<file path="config.mk">
export PLATFORM = sky130hd
export DESIGN_NAME = sparam_sweep_ctrl_flat
export DESIGN_NICKNAME = d
export VERILOG_FILES = /design/src/rtl/sparam_sweep_pkg.sv /design/src/rtl/sparam_sweep_ctrl_if.sv /design/src/rtl/sparam_sweep_ctrl_timer.sv /design/src/rtl/sparam_sweep_ctrl.sv /design/src/flat_wrapper.sv
export SDC_FILE = /design/constraint.sdc
export NUM_CORES = 1
export LEC_CHECK = 0
export BUFFER_PORTS_ARGS = -buffer_cell sky130_fd_sc_hd__buf_4
export CAP_MARGIN = 40
export CORE_MARGIN = 4
export CORE_UTILIZATION = 57
export CTS_CLUSTER_SIZE = 24
export DETAILED_ROUTE_END_ITERATION = 6
export PLACE_DENSITY = 0.8
export SYNTH_ARGS = -nofsm -noshare
export SYNTH_HDL_FRONTEND = slang
export SYNTH_SLANG_ARGS = --single-unit
</file>
<file path="constraint.sdc">
create_clock -name clk -period 3.5 [get_ports clk]
set_input_delay 0.175 -clock clk [delete_from_list [all_inputs] [get_ports clk]]
set_output_delay 0.175 -clock clk [all_outputs]
set_load 0.05 [all_outputs]
</file>
<file path="src/rtl/sparam_sweep_pkg.sv">
// Shared types and constants for the two-port S-parameter sweep controller.
package sparam_sweep_pkg;

  typedef enum logic [2:0] {
    IDLE,
    BIAS,
    FREQ,
    SETTLE,
    MEAS,
    NEXT,
    DONE
  } state_t;

  // One-hot excitation port select.
  localparam logic [1:0] PORT_NONE = 2'b00;
  localparam logic [1:0] PORT_P1   = 2'b01;
  localparam logic [1:0] PORT_P2   = 2'b10;

  // Width of the shared down-counter: must hold the largest (count - 1).
  function automatic int timer_width(input int bias_cyc, input int settle_cyc,
                                     input int tmo_cyc);
    int m;
    m = bias_cyc;
    if (settle_cyc > m) m = settle_cyc;
    if (tmo_cyc > m) m = tmo_cyc;
    return $clog2(m + 1);
  endfunction

endpackage

</file>
<file path="src/rtl/sparam_sweep_ctrl_if.sv">
// Host + measurement-datapath bundle of the sweep controller.
// slave: the controller itself; master: the host/engine side driving it.
interface sparam_sweep_if #(
  parameter int FREQ_W = 16,
  parameter int PTS_W  = 10
);
  logic              start;
  logic              abort;
  logic [FREQ_W-1:0] f_start;
  logic [FREQ_W-1:0] f_step;
  logic [PTS_W-1:0]  n_points;
  logic              bias_en;
  logic [1:0]        port_sel;
  logic [FREQ_W-1:0] freq;
  logic [PTS_W-1:0]  point_idx;
  logic              meas_req;
  logic              meas_ack;
  logic              busy;
  logic              done;
  logic              err_tmo;

  modport master (
    output start, abort, f_start, f_step, n_points, meas_ack,
    input  bias_en, port_sel, freq, point_idx, meas_req, busy, done, err_tmo
  );

  modport slave (
    input  start, abort, f_start, f_step, n_points, meas_ack,
    output bias_en, port_sel, freq, point_idx, meas_req, busy, done, err_tmo
  );
endinterface

</file>
<file path="src/rtl/sparam_sweep_ctrl_timer.sv">
// Single down-counter shared by bias-settle, RF-settle and the ack timeout.
// Loading value N makes expired assert N cycles after the load edge.
module sweep_timer #(
  parameter int W = 8
) (
  input  logic         clk,
  input  logic         rst,
  input  logic         load,
  input  logic [W-1:0] value,
  output logic         expired
);

  logic [W-1:0] count;

  // Load on request, otherwise count down and park at zero.
  always_ff @(posedge clk) begin
    // NOTE: non-blocking (<=) on every flop so all registers see pre-edge values.
    if (rst)                count <= '0;
    else if (load)          count <= value;
    else if (count != '0)   count <= count - 1'b1;
  end

  assign expired = (count == '0);

endmodule

</file>
<file path="src/rtl/sparam_sweep_ctrl.sv">
// Sequences bias, frequency stepping, port 1/2 excitation and the measurement
// handshake for each point of a two-port S-parameter sweep.
module sparam_sweep_ctrl
  import sparam_sweep_pkg::*;
#(
  parameter int FREQ_W     = 16,
  parameter int PTS_W      = 10,
  parameter int BIAS_CYC   = 1024,
  parameter int SETTLE_CYC = 64,
  parameter int TMO_CYC    = 4096
) (
  input logic           clk,
  input logic           rst,
  sparam_sweep_if.slave bus
);

  localparam int TMR_W = timer_width(BIAS_CYC, SETTLE_CYC, TMO_CYC);
  // Each phase lasts exactly N cycles when the counter is loaded with N-1.
  localparam logic [TMR_W-1:0] BIAS_LD   = TMR_W'(BIAS_CYC - 1);
  localparam logic [TMR_W-1:0] SETTLE_LD = TMR_W'(SETTLE_CYC - 1);
  localparam logic [TMR_W-1:0] TMO_LD    = TMR_W'(TMO_CYC - 1);

  state_t            state;
  logic              bias_en, meas_req, done, err_tmo;
  logic [1:0]        port_sel;
  logic [FREQ_W-1:0] freq, f_start_r, f_step_r;
  logic [PTS_W-1:0]  point_idx, n_points_r;

  logic              tmr_load, tmr_expired;
  logic [TMR_W-1:0]  tmr_value;
  logic              abort_hit;

  // DONE is already unwinding the sweep, so abort only matters before it.
  assign abort_hit = bus.abort && (state != IDLE) && (state != DONE);

  sweep_timer #(.W(TMR_W)) u_timer (
    .clk     (clk),
    .rst     (rst),
    .load    (tmr_load),
    .value   (tmr_value),
    .expired (tmr_expired)
  );

  // Arm the shared timer on the same edge that enters a timed state.
  always_comb begin
    // NOTE: defaults first so every path assigns both signals; no latch inferred.
    tmr_load  = 1'b0;
    tmr_value = '0;
    case (state)
      IDLE:   if (bus.start && bus.n_points != '0) begin
                tmr_load  = 1'b1;
                tmr_value = BIAS_LD;
              end
      FREQ:   begin
                tmr_load  = 1'b1;
                tmr_value = SETTLE_LD;
              end
      SETTLE: if (tmr_expired) begin
                tmr_load  = 1'b1;
                tmr_value = TMO_LD;
              end
      MEAS:   if (bus.meas_ack && port_sel == PORT_P1) begin
                tmr_load  = 1'b1;
                tmr_value = SETTLE_LD;
              end
      default: ;
    endcase
  end

  // Sweep FSM with registered outputs, frequency and point-index registers.
  always_ff @(posedge clk) begin
    if (rst) begin
      state      <= IDLE;
      bias_en    <= 1'b0;
      port_sel   <= PORT_NONE;
      freq       <= '0;
      point_idx  <= '0;
      meas_req   <= 1'b0;
      done       <= 1'b0;
      err_tmo    <= 1'b0;
      f_start_r  <= '0;
      f_step_r   <= '0;
      n_points_r <= '0;
    end else begin
      done <= 1'b0;
      if (abort_hit) begin
        state    <= DONE;
        bias_en  <= 1'b0;
        port_sel <= PORT_NONE;
        meas_req <= 1'b0;
        done     <= 1'b1;
      end else begin
        case (state)
          IDLE: if (bus.start) begin
            f_start_r  <= bus.f_start;
            f_step_r   <= bus.f_step;
            n_points_r <= bus.n_points;
            point_idx  <= '0;
            err_tmo    <= 1'b0;
            if (bus.n_points == '0) begin
              state <= DONE;
              done  <= 1'b1;
            end else begin
              state   <= BIAS;
              bias_en <= 1'b1;
            end
          end
          BIAS: if (tmr_expired) state <= FREQ;
          FREQ: begin
            // Frequency word wraps modulo 2^FREQ_W by construction.
            freq     <= (point_idx == '0) ? f_start_r : freq + f_step_r;
            port_sel <= PORT_P1;
            state    <= SETTLE;
          end
          SETTLE: if (tmr_expired) begin
            meas_req <= 1'b1;
            state    <= MEAS;
          end
          MEAS: begin
            // An ack on the timeout cycle still counts: ack is tested first.
            if (bus.meas_ack) begin
              meas_req <= 1'b0;
              if (port_sel == PORT_P1) begin
                port_sel <= PORT_P2;
                state    <= SETTLE;
              end else begin
                port_sel <= PORT_NONE;
                state    <= NEXT;
              end
            end else if (tmr_expired) begin
              meas_req <= 1'b0;
              err_tmo  <= 1'b1;
              bias_en  <= 1'b0;
              port_sel <= PORT_NONE;
              done     <= 1'b1;
              state    <= DONE;
            end
          end
          NEXT: if (point_idx == n_points_r - 1'b1) begin
            bias_en <= 1'b0;
            done    <= 1'b1;
            state   <= DONE;
          end else begin
            point_idx <= point_idx + 1'b1;
            state     <= FREQ;
          end
          DONE:    state <= IDLE;
          default: state <= IDLE;
        endcase
      end
    end
  end

  assign bus.bias_en   = bias_en;
  assign bus.port_sel  = port_sel;
  assign bus.freq      = freq;
  assign bus.point_idx = point_idx;
  assign bus.meas_req  = meas_req;
  assign bus.busy      = (state != IDLE);
  assign bus.done      = done;
  assign bus.err_tmo   = err_tmo;

endmodule

</file>
<file path="src/flat_wrapper.sv">
// flat-port wrapper written by rule: the top's interface ports become plain ports
module sparam_sweep_ctrl_flat import sparam_sweep_pkg::*;
#(
  parameter int FREQ_W     = 16,
  parameter int PTS_W      = 10,
  parameter int BIAS_CYC   = 1024,
  parameter int SETTLE_CYC = 64,
  parameter int TMO_CYC    = 4096
)
  (clk, rst, bus_start, bus_abort, bus_f_start, bus_f_step, bus_n_points, bus_meas_ack, bus_bias_en, bus_port_sel, bus_freq, bus_point_idx, bus_meas_req, bus_busy, bus_done, bus_err_tmo);
  sparam_sweep_if #(.FREQ_W(FREQ_W), .PTS_W(PTS_W)) bus_i ();
  input logic clk;
  input logic rst;
  input wire logic [$bits(bus_i.start)-1:0] bus_start;
  input wire logic [$bits(bus_i.abort)-1:0] bus_abort;
  input wire logic [$bits(bus_i.f_start)-1:0] bus_f_start;
  input wire logic [$bits(bus_i.f_step)-1:0] bus_f_step;
  input wire logic [$bits(bus_i.n_points)-1:0] bus_n_points;
  input wire logic [$bits(bus_i.meas_ack)-1:0] bus_meas_ack;
  output wire logic [$bits(bus_i.bias_en)-1:0] bus_bias_en;
  output wire logic [$bits(bus_i.port_sel)-1:0] bus_port_sel;
  output wire logic [$bits(bus_i.freq)-1:0] bus_freq;
  output wire logic [$bits(bus_i.point_idx)-1:0] bus_point_idx;
  output wire logic [$bits(bus_i.meas_req)-1:0] bus_meas_req;
  output wire logic [$bits(bus_i.busy)-1:0] bus_busy;
  output wire logic [$bits(bus_i.done)-1:0] bus_done;
  output wire logic [$bits(bus_i.err_tmo)-1:0] bus_err_tmo;
  assign bus_i.start = bus_start;
  assign bus_i.abort = bus_abort;
  assign bus_i.f_start = bus_f_start;
  assign bus_i.f_step = bus_f_step;
  assign bus_i.n_points = bus_n_points;
  assign bus_i.meas_ack = bus_meas_ack;
  assign bus_bias_en = bus_i.bias_en;
  assign bus_port_sel = bus_i.port_sel;
  assign bus_freq = bus_i.freq;
  assign bus_point_idx = bus_i.point_idx;
  assign bus_meas_req = bus_i.meas_req;
  assign bus_busy = bus_i.busy;
  assign bus_done = bus_i.done;
  assign bus_err_tmo = bus_i.err_tmo;
  sparam_sweep_ctrl #(.FREQ_W(FREQ_W), .PTS_W(PTS_W), .BIAS_CYC(BIAS_CYC), .SETTLE_CYC(SETTLE_CYC), .TMO_CYC(TMO_CYC)) u_core (.clk(clk), .rst(rst), .bus(bus_i));
endmodule
</file>
=== Word-level counts from Yosys, hierarchy flattened ===
Cells that the tools add are included.
W data, S select, Z words.

* Add/subtract/negate cells: 4
* Equality and inequality tests: 21
* Mux-type cells: 46
* Bitwise logic cells: 1
* Reductions and logical operators: 27

{| class="wikitable"
|+ Operators with widths
! cell !! count
|-
| $pmux W13 S4 || 1
|-
| $mux W10 || 3
|-
| $mux W3 || 9
|-
| $mux W13 || 2
|-
| $logic_not A10 Y1 || 2
|-
| $pmux W10 S2 || 1
|-
| $pmux W3 S6 || 1
|-
| $mux W1 || 17
|-
| $add A16 B16 Y16 || 1
|-
| $mux W16 || 1
|-
| $logic_not A13 Y1 || 1
|-
| $reduce_bool A13 Y1 || 1
|-
| $sub A13 B1 Y13 const B || 1
|-
| $mux W12 || 1
|-
| $reduce_and A4 Y1 || 3
|-
| $add A10 B1 Y10 const B || 1
|-
| $eq A10 B10 Y1 || 1
|-
| $reduce_bool A10 Y1 || 1
|-
| $reduce_bool A2 Y1 || 5
|-
| $sub A10 B1 Y10 const B || 1
|-
| $ne A2 B1 Y1 const B || 4
|-
| $ne A2 B2 Y1 const B || 4
|-
| $eq A3 B2 Y1 const B || 2
|-
| $eq A3 B3 Y1 const B || 2
|-
| other kinds (21) || 33
|}

* Register bits after elaboration: 90
* Input bits: 47
* Output and inout bits: 33
* Word-level logic and storage cells: 112

=== Logic depth before layout (Yosys ltp) ===
* Word-level depth: 5
* Gate-level depth with buffers: 11

=== Hierarchy ===
Synthesis repeated with hierarchy kept, for this count alone.

* Cell total of the unflattened synthesis: 669
* Area total of the unflattened synthesis: 5186.2 µm²

{| class="wikitable"
|+ Modules (own cells, without submodules)
! module !! times used !! cells each !! area each (µm²)
|-
| sparam_sweep_ctrl || 1 || 579 || 4423.0
|-
| sweep_timer || 1 || 90 || 763.2
|}

=== Worst setup path after synthesis ===
OpenSTA, ideal clock, no wires.

* Path kind: reg2reg
* Start: register u_core.freq[8] (netlist: u_core.bus.freq[8])
* End: register u_core.freq[15] (netlist: u_core.bus.freq[15])
* Data arrival time: 3012 ps
* Required time: 3426 ps
* Slack: 414 ps
* Cell stages (with the launch flop): 10
* Clock period less this slack: 3086 ps
* Path through: dfxtp_1 > ha_1 > and3_1 > and3_1 > a2111oi_1 > o311ai_1 > a21oi_1 > xor2_1 > or4_1 > a31oi_1

* Word-level cells in the longest chain between the ends: 2

{| class="wikitable"
|+ RTL lines
! element !! line !! text
|-
| start: declaration || sparam_sweep_ctrl.sv:26 || <nowiki>logic [FREQ_W-1:0] freq, f_start_r, f_step_r;</nowiki>
|-
| start signal: assignment || sparam_sweep_ctrl.sv:111 || <nowiki>freq <= (point_idx == '0) ? f_start_r : freq + f_step_r;</nowiki>
|-
| $add A16 B16 Y16 || sparam_sweep_ctrl.sv:111 ||
|-
| $mux W16 || sparam_sweep_ctrl.sv:111 ||
|}

No other way between the ends.
A chain may end at the register's enable or synchronous reset.

=== Final worst setup path ===
* Start: register u_core.freq[0] (netlist: u_core.bus.freq[0])
* End: register u_core.freq[14] (netlist: u_core.bus.freq[14])

Same word-level chain as after synthesis.

==> impl_metrics.env <==
export IMPL_cts_inserted_buffers=9
export IMPL_worstSkewPairLatency_ns=0.36
export IMPL_cp_depth=11
export IMPL_gp_congestion=0.932
export IMPL_dieArea_um2=10200
export IMPL_row_count=33
export IMPL_finalSetupViolCount=0
export IMPL_critPathBufInv=1
export IMPL_finalHoldViolCount=0
export IMPL_r2r_end="u_core.bus.freq[14]$_SDFFE_PP0P_"
export IMPL_initialDrtViolationCount=231
export IMPL_grt_pass1_wl_um=20600
export IMPL_die_x_um=101
export IMPL_nets=784
export IMPL_ios=80
export IMPL_fin_skew_ns=0.0114
export IMPL_startpoint_type="flop"
export IMPL_slew_viol_final=0
export IMPL_required_ns=3.77
export IMPL_synth_area_leaders="dfxtp_1 37%, nand2_1 10%, a21oi_1 8.7%"
export IMPL_h_tree_depth=3
export IMPL_antenna_found_initial=0
export IMPL_cts_root_buf="clkbuf_8"
export IMPL_r2r_slack_ns=0.50
export IMPL_vdd_ir_drop_max_mv=0.451
export IMPL_routedWlPerCell_um=15.0
export IMPL_crit_start="u_core.bus.freq[0]$_SDFFE_PP0P_"
export IMPL_synth_edf_count=0
export IMPL_async_flop_share=0
export IMPL_relSlewSlack=0.427
export IMPL_path_clk_slew_ns=0.09
export IMPL_route_detailed_drc=1
export IMPL_hp_class="in -> reg"
export IMPL_cts_tree="yes"
export IMPL_drtAntennaViolNets=0
export IMPL_synth_common_cells="134 x nand2_1, 90 x dfxtp_1, 86 x a21oi_1"
export IMPL_worstReg2RegStart="u_core.bus.freq[0]$_SDFFE_PP0P_"
export IMPL_viasPerCell=5.79
export IMPL_cpPeakStageDelay_ns=0.43
export IMPL_fillers=678
export IMPL_ys_seq_elements=90
export IMPL_drive_gt1_frac=0.157
export IMPL_routed_wl_um=12400
export IMPL_ys_warnings_count=0
export IMPL_cp_end_kind="flop"
export IMPL_synth_top_cell_area_share=0.366
export IMPL_cts_sinks=90
export IMPL_antenna_cells=0
export IMPL_final_core_util=0.705
export IMPL_yosysMostFrequentCell="nand2_1"
export IMPL_crit_fanout=3
export IMPL_post_cts_setup_buffers=0
export IMPL_crit_arrival_ns=3.27
export IMPL_cts_hold_buf=0
export IMPL_crit_top_cell="o21ai_0"
export IMPL_crit_path_top_delay_cell="o21ai_0"
export IMPL_post_route_period_util=0.857
export IMPL_crit_chain="ha_1, inv_1, fa_1, nand2b_1, a21oi_1, o21ai_0, o21ai_0, a2111oi_0, nor3b_1, nor4_1, o31ai_1"
export IMPL_synth_ff_type="dfxtp_1"
export IMPL_finalCriticalPeriod_ns=3.00
export IMPL_numPortBuffers=79
export IMPL_dp_hpwl_um=8940
export IMPL_rr_worst_depth=11
export IMPL_syn_to_final_growth_pct=18.8
export IMPL_p_leak_nw=2.30
export IMPL_cts_resized=0
export IMPL_grt_max_degree=76
export IMPL_synth_area_um2=4920
export IMPL_violations="DRC"
export IMPL_ys_seq_area_frac=0.366
export IMPL_synth_cell_type_count=50
export IMPL_synthCells=654
export IMPL_synth_net_count=721
export IMPL_grt_pass1_vias=4515
export IMPL_rsz0062_at_grt="no"
export IMPL_min_from="bus_f_start[5]"
export IMPL_crit_end="u_core.bus.freq[14]$_SDFFE_PP0P_"
export IMPL_cap_viol_max_count=0
export IMPL_vias=4780
export IMPL_synth_top_area_cell="dfxtp_1"
export IMPL_cp_top_family="compound AO/OA/AOI/OAI gates"
export IMPL_powerDensity_nw_per_um2=721
export IMPL_start_util=0.593
export IMPL_status="finished, violations left"
export IMPL_overflow=0
export IMPL_fmax_mhz=333
export IMPL_min_path_cells=3
export IMPL_core_um2=8300
export IMPL_criticalPathCategory="reg -> reg"
export IMPL_drtPass1Iterations=7
export IMPL_die_h_um=101
export IMPL_cts_buffer_depth=2
export IMPL_tightest_slew_ns=0.855
export IMPL_finalSetupTns_ns=0
export IMPL_grt_usage=0.246
export IMPL_syn_avg_cell_area_um2=7.53
-- layout by cell type, fill, tap and decap left out, types with 2 or more instances in the layout --
cell type | Yosys | final
bufinv_16 | 0 | 3
ha_1 | 19 | 19
xor2_1 | 8 | 8
nor3b_1 | 5 | 5
a21o_1 | 4 | 4
or3_1 | 7 | 7
nor2b_1 | 5 | 5
a311oi_1 | 6 | 6
o31ai_1 | 5 | 5
nand4_1 | 2 | 2
a211oi_1 | 11 | 11
inv_1 | 20 | 20
nor3_1 | 14 | 13
nand3b_1 | 5 | 5
o211ai_1 | 2 | 2
o21ai_0 | 27 | 27
dfxtp_1 | 90 | 90
nand2b_1 | 6 | 6
o21bai_1 | 2 | 2
nor2_1 | 60 | 59
and2_1 | 2 | 2
a31oi_1 | 10 | 10
xnor2_1 | 32 | 32
and3_1 | 6 | 6
nand3_1 | 20 | 20
nor4_1 | 6 | 6
a21oi_1 | 86 | 86
clkbuf_8 | 0 | 11
nand2_1 | 134 | 134
buf_4 | 0 | 86
or4_1 | 3 | 3
or2_2 | 3 | 3
-- how the worst min path moves through the flow --
stage / end / slack (ns)
floorplan: u_core.f_start_r[15]$_SDFFE_PP0P_ / 0.31
global placement: u_core.f_step_r[2]$_SDFFE_PP0P_ / 0.42
detailed placement: u_core.f_start_r[14]$_SDFFE_PP0P_ / 0.43
CTS: u_core.f_start_r[11]$_SDFFE_PP0P_ / 0.04
global route: u_core.f_step_r[10]$_SDFFE_PP0P_ / 0.05
finish: u_core.f_start_r[5]$_SDFFE_PP0P_ / 0.05
-- sequential cells by signal, summed over array words and instances (netlist names), 2 cells and up --
name / count
u_core.bus.port_sel: 2
u_core.state: 3
u_core.f_start_r: 16
u_core.u_timer.count: 13
u_core.bus.point_idx: 10
u_core.n_points_r: 10
u_core.bus.freq: 16
u_core.f_step_r: 16
-- worst reg2reg max path: cells and delay by family (launching register included) --
kind | cells | cell delay [ns]
buf+inv | 1 | 0.07
simple gates | 3 | 0.57
flops | 1 | 0.37
compound gates | 5 | 1.31
fa+ha+maj | 2 | 0.60
-- cell type report --
cell class                 instances  area [µm²]  share of cell area
clock buffer                      11         151              0.0259
clock inverter                     4        98.8              0.0169
inverter                          20        75.1              0.0128
multi-input combinational        509        2920               0.500
sequential                        90        1800               0.308
tap                              105         131              0.0225
timing repair buffer              87         666               0.114
-- cells by family (layout without fill, tap and decap cells) --
logic type	after synthesis	in the layout	synth area share
mux	1	1	0.00203
xor+xnor	40	40	0.0711
buf+inv	55	122	0.0419
compound gates	165	165	0.204
flops	90	90	0.366
fa+ha+maj	20	20	0.0523
simple gates	283	283	0.263
-- metrics by stage --
step	instances	cell area (µm²)	worst slack (ns)	power, W	hold slack, ns
after floorplan	654	4920	0.414	0.00286	0.311
after global placement	810	5580	0.694	0.00325	0.421
after detailed placement	811	5600	0.608	0.00334	0.427
after CTS	826	5850	0.576	0.00422	0.0411
after global routing	826	5850	0.219	0.00450	0.0467
final	826	5850	0.500	0.00422	0.0509
-- metal layers --
metal / vias up / part of all wire / global-route usage
li1: 2392 / - / -
met1: 2229 / 0.43 / 0.310
met2: 144 / 0.50 / 0.431
met3: 15 / 0.055 / 0.0353
met4: 0 / 0.014 / 0.0787
met5: - / 0 / 0
-- power breakdown --
part / switching (W) / internal [W]
clock: 0.000363 / 0.000511
sequential: 0.000218 / 0.00125
combinational: 0.00118 / 0.000694
(Power assumes the default switching activity.)
